$ cat config.mk
export PLATFORM = sky130hd
export DESIGN_NAME = fetch_unit_flat
export DESIGN_NICKNAME = d
export VERILOG_FILES = /design/src/rtl/fetch_pkg.sv /design/src/rtl/fetch_if.sv /design/src/rtl/fetch_queue.sv /design/src/rtl/fetch_queue_chk.sv /design/src/rtl/fetch_unit.sv /design/src/flat_wrapper.sv
export SDC_FILE = /design/constraint.sdc
export NUM_CORES = 2
export LEC_CHECK = 0
export BUFFER_PORTS_ARGS = -buffer_cell sky130_fd_sc_hd__clkbuf_2
export CORE_MARGIN = 10
export CORE_UTILIZATION = 55
export CTS_CLUSTER_DIAMETER = 150
export DETAILED_ROUTE_END_ITERATION = 7
export PLACE_DENSITY = 0.75
export SLEW_MARGIN = 30
export SYNTH_ARGS = -nofsm -noshare
export SYNTH_HDL_FRONTEND = slang
export SYNTH_SLANG_ARGS = --single-unit
$ cat constraint.sdc
create_clock -name clock -period 13.75 [get_ports clock]
set_clock_uncertainty 0.1 [all_clocks]
set_input_delay 0 -clock clock [delete_from_list [all_inputs] [get_ports clock]]
set_output_delay 0 -clock clock [all_outputs]
set_load 0.05 [all_outputs]
$ cat src/rtl/fetch_pkg.sv
// Shared types and constants for the instruction fetch stage.
package fetch_pkg;

  localparam int ADDR_W = 64;
  localparam int INST_W = 32;
  localparam logic [INST_W-1:0] NOP = 32'h0000_0013;

  typedef struct packed {
    logic [ADDR_W-1:0] pc;
    logic [INST_W-1:0] inst;
  } fetch_entry_t;

  typedef enum logic [1:0] {
    ENQ_NONE = 2'd0,
    ENQ_ONE  = 2'd1,
    ENQ_TWO  = 2'd2
  } enq_width_t;

  // Fetch is word aligned; redirect targets drop their low two bits.
  function automatic logic [ADDR_W-1:0] align_word(input logic [ADDR_W-1:0] addr);
    return addr & ~64'h3;
  endfunction

endpackage

$ cat src/rtl/fetch_if.sv
// Memory-port, redirect and decode handshake signals of the fetch stage.
interface fetch_if;
  import fetch_pkg::*;

  logic [ADDR_W-1:0] io_if_mem_instAddr;
  logic [INST_W-1:0] io_mem_id_inst_0;
  logic [INST_W-1:0] io_mem_id_inst_1;
  logic              io_redirect_valid;
  logic [ADDR_W-1:0] io_redirect_pc;
  logic              io_dec_valid;
  logic              io_dec_ready;
  logic [INST_W-1:0] io_dec_inst;
  logic [ADDR_W-1:0] io_dec_pc;

  modport master (
    output io_if_mem_instAddr,
    input  io_mem_id_inst_0,
    input  io_mem_id_inst_1,
    input  io_redirect_valid,
    input  io_redirect_pc,
    output io_dec_valid,
    input  io_dec_ready,
    output io_dec_inst,
    output io_dec_pc
  );

  modport slave (
    input  io_if_mem_instAddr,
    output io_mem_id_inst_0,
    output io_mem_id_inst_1,
    output io_redirect_valid,
    output io_redirect_pc,
    input  io_dec_valid,
    output io_dec_ready,
    input  io_dec_inst,
    input  io_dec_pc
  );

endinterface

$ cat src/rtl/fetch_queue.sv
// Circular instruction queue: two-wide enqueue, one-wide dequeue, synchronous flush.
module fetch_queue
  import fetch_pkg::*;
#(
  parameter int DEPTH = 8
) (
  input  logic                   clk,
  input  logic                   rst_n,
  input  logic                   flush,
  input  logic                   enq0,
  input  fetch_entry_t           enq0_data,
  input  logic                   enq1,
  input  fetch_entry_t           enq1_data,
  input  logic                   deq,
  output fetch_entry_t           head,
  output logic [$clog2(DEPTH):0] count
);

  localparam int PTR_W = $clog2(DEPTH);
  localparam int CNT_W = PTR_W + 1;

  fetch_entry_t     mem_r [DEPTH];
  logic [PTR_W-1:0] wr_ptr_r;
  logic [PTR_W-1:0] rd_ptr_r;
  logic [CNT_W-1:0] count_r;
  logic [PTR_W-1:0] wr_slot1_s;
  logic [1:0]       enq_cnt_s;

  // Number of entries written and the slot used by the second one.
  always_comb begin
    enq_cnt_s  = {1'b0, enq0} + {1'b0, enq1};
    wr_slot1_s = wr_ptr_r + PTR_W'(enq0);
  end

  // Pointers and occupancy.
  always_ff @(posedge clk or negedge rst_n) begin
    if (!rst_n) begin
      wr_ptr_r <= '0;
      rd_ptr_r <= '0;
      count_r  <= '0;
    end else if (flush) begin
      wr_ptr_r <= '0;
      rd_ptr_r <= '0;
      count_r  <= '0;
    end else begin
      wr_ptr_r <= wr_ptr_r + PTR_W'(enq_cnt_s);
      rd_ptr_r <= rd_ptr_r + PTR_W'(deq);
      count_r  <= count_r + CNT_W'(enq_cnt_s) - CNT_W'(deq);
    end
  end

  // Entry storage; contents are don't-care while empty, so no reset.
  always_ff @(posedge clk) begin
    if (!flush && enq0) begin
      mem_r[wr_ptr_r] <= enq0_data;
    end
    if (!flush && enq1) begin
      mem_r[wr_slot1_s] <= enq1_data;
    end
  end

  assign head  = mem_r[rd_ptr_r];
  assign count = count_r;

  fetch_queue_chk #(.DEPTH(DEPTH)) u_chk (
    .clk     (clk),
    .rst_n   (rst_n),
    .flush   (flush),
    .enq_cnt (enq_cnt_s),
    .deq     (deq),
    .count   (count_r)
  );

endmodule

$ cat src/rtl/fetch_queue_chk.sv
// Occupancy invariants of the fetch queue.
module fetch_queue_chk #(
  parameter int DEPTH = 8
) (
  input logic                     clk,
  input logic                     rst_n,
  input logic                     flush,
  input logic [1:0]               enq_cnt,
  input logic                     deq,
  input logic [$clog2(DEPTH):0]   count
);

  // Enqueue width is chosen from the pre-dequeue space, so this bound is exact.
  a_no_overflow: assert property (@(posedge clk) disable iff (!rst_n)
    !flush |-> (32'(count) + 32'(enq_cnt) <= DEPTH));

  a_no_underflow: assert property (@(posedge clk) disable iff (!rst_n)
    deq |-> (count != '0));

endmodule

$ cat src/rtl/fetch_unit.sv
// Instruction fetch stage: PC sequencing, two-wide fetch into a queue, redirect flush.
module fetch_unit
  import fetch_pkg::*;
#(
  parameter int                DEPTH    = 8,
  parameter logic [ADDR_W-1:0] RESET_PC = 64'h0
) (
  input logic      clock,
  input logic      reset,
  fetch_if.master  bus
);

  localparam int CNT_W = $clog2(DEPTH) + 1;

  logic [ADDR_W-1:0] pc_r;
  logic [CNT_W-1:0]  count_s;
  logic [CNT_W-1:0]  free_s;
  enq_width_t        enq_sel_s;
  logic              enq0_s;
  logic              enq1_s;
  logic              deq_s;
  logic              dec_valid_s;
  fetch_entry_t      enq0_data_s;
  fetch_entry_t      enq1_data_s;
  fetch_entry_t      head_s;
  logic [INST_W-1:0] dec_inst_s;
  logic [ADDR_W-1:0] dec_pc_s;

  // Space is judged on the registered count; a same-cycle dequeue frees nothing.
  assign free_s = CNT_W'(DEPTH) - count_s;

  // Enqueue width for this cycle; a redirect discards the fetched pair.
  always_comb begin
    enq_sel_s = ENQ_NONE;
    if (bus.io_redirect_valid) begin
      enq_sel_s = ENQ_NONE;
    end else if (free_s >= CNT_W'(32'd2)) begin
      enq_sel_s = ENQ_TWO;
    end else if (free_s == CNT_W'(32'd1)) begin
      enq_sel_s = ENQ_ONE;
    end else begin
      enq_sel_s = ENQ_NONE;
    end
  end

  // Per-slot enables and entry payloads.
  always_comb begin
    enq0_s = 1'b0;
    enq1_s = 1'b0;
    case (enq_sel_s)
      ENQ_TWO: begin
        enq0_s = 1'b1;
        enq1_s = 1'b1;
      end
      ENQ_ONE: begin
        enq0_s = 1'b1;
        enq1_s = 1'b0;
      end
      default: begin
        enq0_s = 1'b0;
        enq1_s = 1'b0;
      end
    endcase
    enq0_data_s = '{pc: pc_r,          inst: bus.io_mem_id_inst_0};
    enq1_data_s = '{pc: pc_r + 64'd4,  inst: bus.io_mem_id_inst_1};
  end

  // Fetch PC: redirect wins, otherwise advance by what was enqueued.
  always_ff @(posedge clock or negedge reset) begin
    if (!reset) begin
      pc_r <= RESET_PC;
    end else if (bus.io_redirect_valid) begin
      pc_r <= align_word(bus.io_redirect_pc);
    end else begin
      case (enq_sel_s)
        ENQ_TWO: pc_r <= pc_r + 64'd8;
        ENQ_ONE: pc_r <= pc_r + 64'd4;
        default: pc_r <= pc_r;
      endcase
    end
  end

  assign dec_valid_s = (count_s != '0);
  assign deq_s       = dec_valid_s & bus.io_dec_ready;

  fetch_queue #(.DEPTH(DEPTH)) u_queue (
    .clk       (clock),
    .rst_n     (reset),
    .flush     (bus.io_redirect_valid),
    .enq0      (enq0_s),
    .enq0_data (enq0_data_s),
    .enq1      (enq1_s),
    .enq1_data (enq1_data_s),
    .deq       (deq_s),
    .head      (head_s),
    .count     (count_s)
  );

  // Head is only meaningful while non-empty; show zeros otherwise.
  always_comb begin
    if (dec_valid_s) begin
      dec_inst_s = head_s.inst;
      dec_pc_s   = head_s.pc;
    end else begin
      dec_inst_s = 32'h0;
      dec_pc_s   = 64'h0;
    end
  end

  assign bus.io_if_mem_instAddr = pc_r;
  assign bus.io_dec_valid       = dec_valid_s;
  assign bus.io_dec_inst        = dec_inst_s;
  assign bus.io_dec_pc          = dec_pc_s;

endmodule

$ cat src/flat_wrapper.sv
// flat-port wrapper written by rule: the top's interface ports become plain ports
module fetch_unit_flat import fetch_pkg::*;
#(
  parameter int                DEPTH    = 8,
  parameter logic [ADDR_W-1:0] RESET_PC = 64'h0
)
  (clock, reset, bus_io_if_mem_instAddr, bus_io_mem_id_inst_0, bus_io_mem_id_inst_1, bus_io_redirect_valid, bus_io_redirect_pc, bus_io_dec_valid, bus_io_dec_ready, bus_io_dec_inst, bus_io_dec_pc);
  fetch_if bus_i ();
  input logic clock;
  input logic reset;
  output wire logic [$bits(bus_i.io_if_mem_instAddr)-1:0] bus_io_if_mem_instAddr;
  input wire logic [$bits(bus_i.io_mem_id_inst_0)-1:0] bus_io_mem_id_inst_0;
  input wire logic [$bits(bus_i.io_mem_id_inst_1)-1:0] bus_io_mem_id_inst_1;
  input wire logic [$bits(bus_i.io_redirect_valid)-1:0] bus_io_redirect_valid;
  input wire logic [$bits(bus_i.io_redirect_pc)-1:0] bus_io_redirect_pc;
  output wire logic [$bits(bus_i.io_dec_valid)-1:0] bus_io_dec_valid;
  input wire logic [$bits(bus_i.io_dec_ready)-1:0] bus_io_dec_ready;
  output wire logic [$bits(bus_i.io_dec_inst)-1:0] bus_io_dec_inst;
  output wire logic [$bits(bus_i.io_dec_pc)-1:0] bus_io_dec_pc;
  assign bus_io_if_mem_instAddr = bus_i.io_if_mem_instAddr;
  assign bus_i.io_mem_id_inst_0 = bus_io_mem_id_inst_0;
  assign bus_i.io_mem_id_inst_1 = bus_io_mem_id_inst_1;
  assign bus_i.io_redirect_valid = bus_io_redirect_valid;
  assign bus_i.io_redirect_pc = bus_io_redirect_pc;
  assign bus_io_dec_valid = bus_i.io_dec_valid;
  assign bus_i.io_dec_ready = bus_io_dec_ready;
  assign bus_io_dec_inst = bus_i.io_dec_inst;
  assign bus_io_dec_pc = bus_i.io_dec_pc;
  fetch_unit #(.DEPTH(DEPTH), .RESET_PC(RESET_PC)) u_core (.clock(clock), .reset(reset), .bus(bus_i));
endmodule
==> run summary <==
status: completed
final cell count without fillers: 5365
Initial Util: 55.3%
most common cell after layout, fill and taps aside: nand2_1
dpl cells: 5022
I/O Buffers: 286
worst endpoint required time: 14.15 ns
residual DRC count: 0
post-route cell area: 51100 um^2
Cell variety after synth: 72
Crit Path Class: in2reg
largest net degree at the start of global routing: 88
sequential area share after synthesis: 55.0%
XOR/XNOR Fraction of Synth Area: 9.92%
layout cell share with drive strength beyond 1: 16.3%
final WL: 142000 um
crit end category: flip-flop
Post-synth EDFFs: 752
P per Cell Area: 176 nW/um^2
relative max-transition margin: 30.9%
max_cap viols: 0
global-route wire length before repair: 211000 um
mean post-synth cell area: 11.1 um^2
CTS Root Cell: clkbuf_16
Final Hold Fails: 0
Ys Warns: 0
Clk pin slew, worst setup/hold paths: 0.06 ns
Die Width: 304 um
peak supply drop: 0.000146 V
Worst-Margin Slew: 1.04 ns
largest family of logic cells by synthesized area: simple AND/OR/NAND/NOR gates
crit path launch type: input port
n_diodes: 0
total setup buffers inserted after CTS: 0
number of vias per cell: 6.16
core area: 80200 um^2
Lkg Pwr: 18.4 nW
H-tree depth: 3
Seq cells post-synth: 824
worst setup margin: 7.92 ns
first drt pass iteration count: 7
Area Growth Syn to Fin: 15.3%
adder-cell share of the synthesized area: 0.627%
Sink Count: 824
post-synthesis simple-gate area fraction: 16.6%
TritonCTS Buffers: 88
max frequency: 171 MHz
Hold Crit Class: in2reg
vias in the first global route: 33200
Max Slew Vio Count: 0
worst-path fanout max: 45
final setup fails: 0
Setup WS pre-CTS: 8.35 ns
RSZ-0062 raised after global routing: no
GR Util All Layers: 30.0%
DR iter-0 viols: 4350
routed vias: 33000
initial antenna violation count: 2
HPWL Detailed: 83300 um
Setup TNS: 0 ns
Detail Route Antenna Nets: 0
area of the mapped netlist: 44300 um^2
Cells after Synth: 3982
CP Data Arrival Time: 6.23 ns
FP Rows: 104
# fillers: 6096
Worst-Skew Late Latency: 0.65 ns
fin crit period: 5.83 ns
post-synthesis async set-or-reset flop share: 8.74%
I/O pin count: 293
placed cell areas: 46400 um^2
mux cell area share after synthesis: 11.8%
Synth Area in Compound Gates: 2.51%
hold slack: 0.0280 ns
DIE HEIGHT: 304 um
final period utilization: 42.4%
CTS tree: built
Longest Clk Path Bufs: 3
nets: 4390
gr ovfl total: 0
wire per inst: 26.5 um
commonest non-fill, non-tap cells in the layout: nand2_1 (1121), edfxtp_1 (752), nor2_1 (385)
Synth Flop Type: edfxtp_1
GPL Wtd Cong: 1.02
die area: 92400 um^2
-- layer usage --
layer / GRT usage, % / wire (um) / vias to the layer above
met5: 0 / 25 / -
met4: 12.3 / 6290 / 4
met3: 7.09 / 17100 / 398
met2: 48.1 / 66300 / 2226
met1: 39.1 / 52300 / 16200
li1: - / - / 14200
-- power breakdown --
part	leakage [nW]	switching, mW	internal (mW)
Combinational	9.27	2.18	1.00
Clock	1.40	0.981	1.42
Sequential	7.69	0.267	3.13
Total	18.4	3.43	5.55
-- final timing paths --
| path | endpoint | cells after the start | start | slack [ns] |
|---|---|---|---|---|
| max | u_core.u_queue.mem_r[7][23] | 15 | bus_io_redirect_valid | 7.92 |
| min | u_core.bus.io_if_mem_instAddr[27] | 4 | bus_io_redirect_pc[27] | 0.03 |
| max reg2reg | u_core.u_queue.mem_r[7][23] | 17 | u_core.u_queue.count[1] | 8.36 |
| min reg2reg | u_core.u_queue.wr_ptr_r[0] | 2 | u_core.u_queue.wr_ptr_r[0] | 0.58 |
| max in group asynchronous | u_core.u_queue.rd_ptr_r[1] | 4 | reset | 12.32 |
| min in group asynchronous | u_core.bus.io_if_mem_instAddr[53] | 4 | reset | 0.49 |
-- cells by family after synthesis --
family | after synthesis
multiplexers | 287
other | 1
XOR/XNOR | 502
adder cells (fa/ha/maj) | 21
AND/OR/NAND/NOR | 1769
flip-flops | 824
AO/OA/AOI/OAI | 186
buffers and inverters | 392
-- area by class of cell --
class	count	area [um^2]	share of cell area (%)
tap	1060	1330	2.60
clock buffer	117	2390	4.68
timing repair buffer	526	3800	7.43
sequential	824	24400	47.7
clock inverter	41	479	0.938
multi-input combinational	2769	18600	36.4
inverter	28	105	0.206
-- synth_stat cells (all sizes together) (3+ instances only) --
master,number,area [um^2]
nand2,1123,4220
edfxtp,752,22600
nor2,390,1470
xnor2,276,2420
clkbuf,254,993
xor2,226,1980
mux4,188,4230
buf,110,472
o21ai,110,551
mux2i,97,971
dfrtp,72,1800
nand3,58,290
nor3,42,240
nand4,35,231
inv,27,101
nor4,27,269
or3,21,131
a21oi,19,95.1
ha,19,238
and3,18,113
and4,11,96.3
and2,10,62.6
nor2b,9,56.3
o31ai,6,45.0
or2,6,37.5
or4,6,45.0
a221oi,5,43.8
a31oi,5,31.3
nand2b,4,25.0
o21a,4,30.0
o31a,4,35.0
and3b,3,26.3
o211ai,3,22.5
o22a,3,26.3
o22ai,3,18.8
o311ai,3,26.3
-- worst max-delay path: stages --
cell and delay, ns:
dlygate4sd3_1 0.62, buf_4 0.49, clkinv_1 0.81, and3_1 0.44, ha_1 0.31, inv_1 0.06
ha_1 0.18, ha_1 0.21, xor2_1 0.59, nand2_1 0.27, nor2_4 0.66, buf_4 0.77
nand2_1 0.11, nand2_1 0.09, dlygate4sd3_1 0.55
-- flip-flops by register name, summed over array words and instances, names as in the netlist --
name	count
u_core.bus.io_if_mem_instAddr	62
u_core.u_queue.count	4
u_core.u_queue.mem_r	752
u_core.u_queue.rd_ptr_r	3
u_core.u_queue.wr_ptr_r	3
-- per-stage QoR --
step / total power [mW] / utilization [%]
floorplan: 5.68 / -
global placement: 6.49 / 57.7
detailed placement: 6.55 / 57.8
CTS: 8.99 / 63.7
global route: 9.30 / 63.8
finish: 8.98 / 63.8
-- timing repair --
action	in CTS	in global routing
endpoints found under the setup margin	0	0
hold buffers	183	1
hold endpoints to repair	400	17
gates resized for setup	0	0
(Power assumes the default switching activity.)
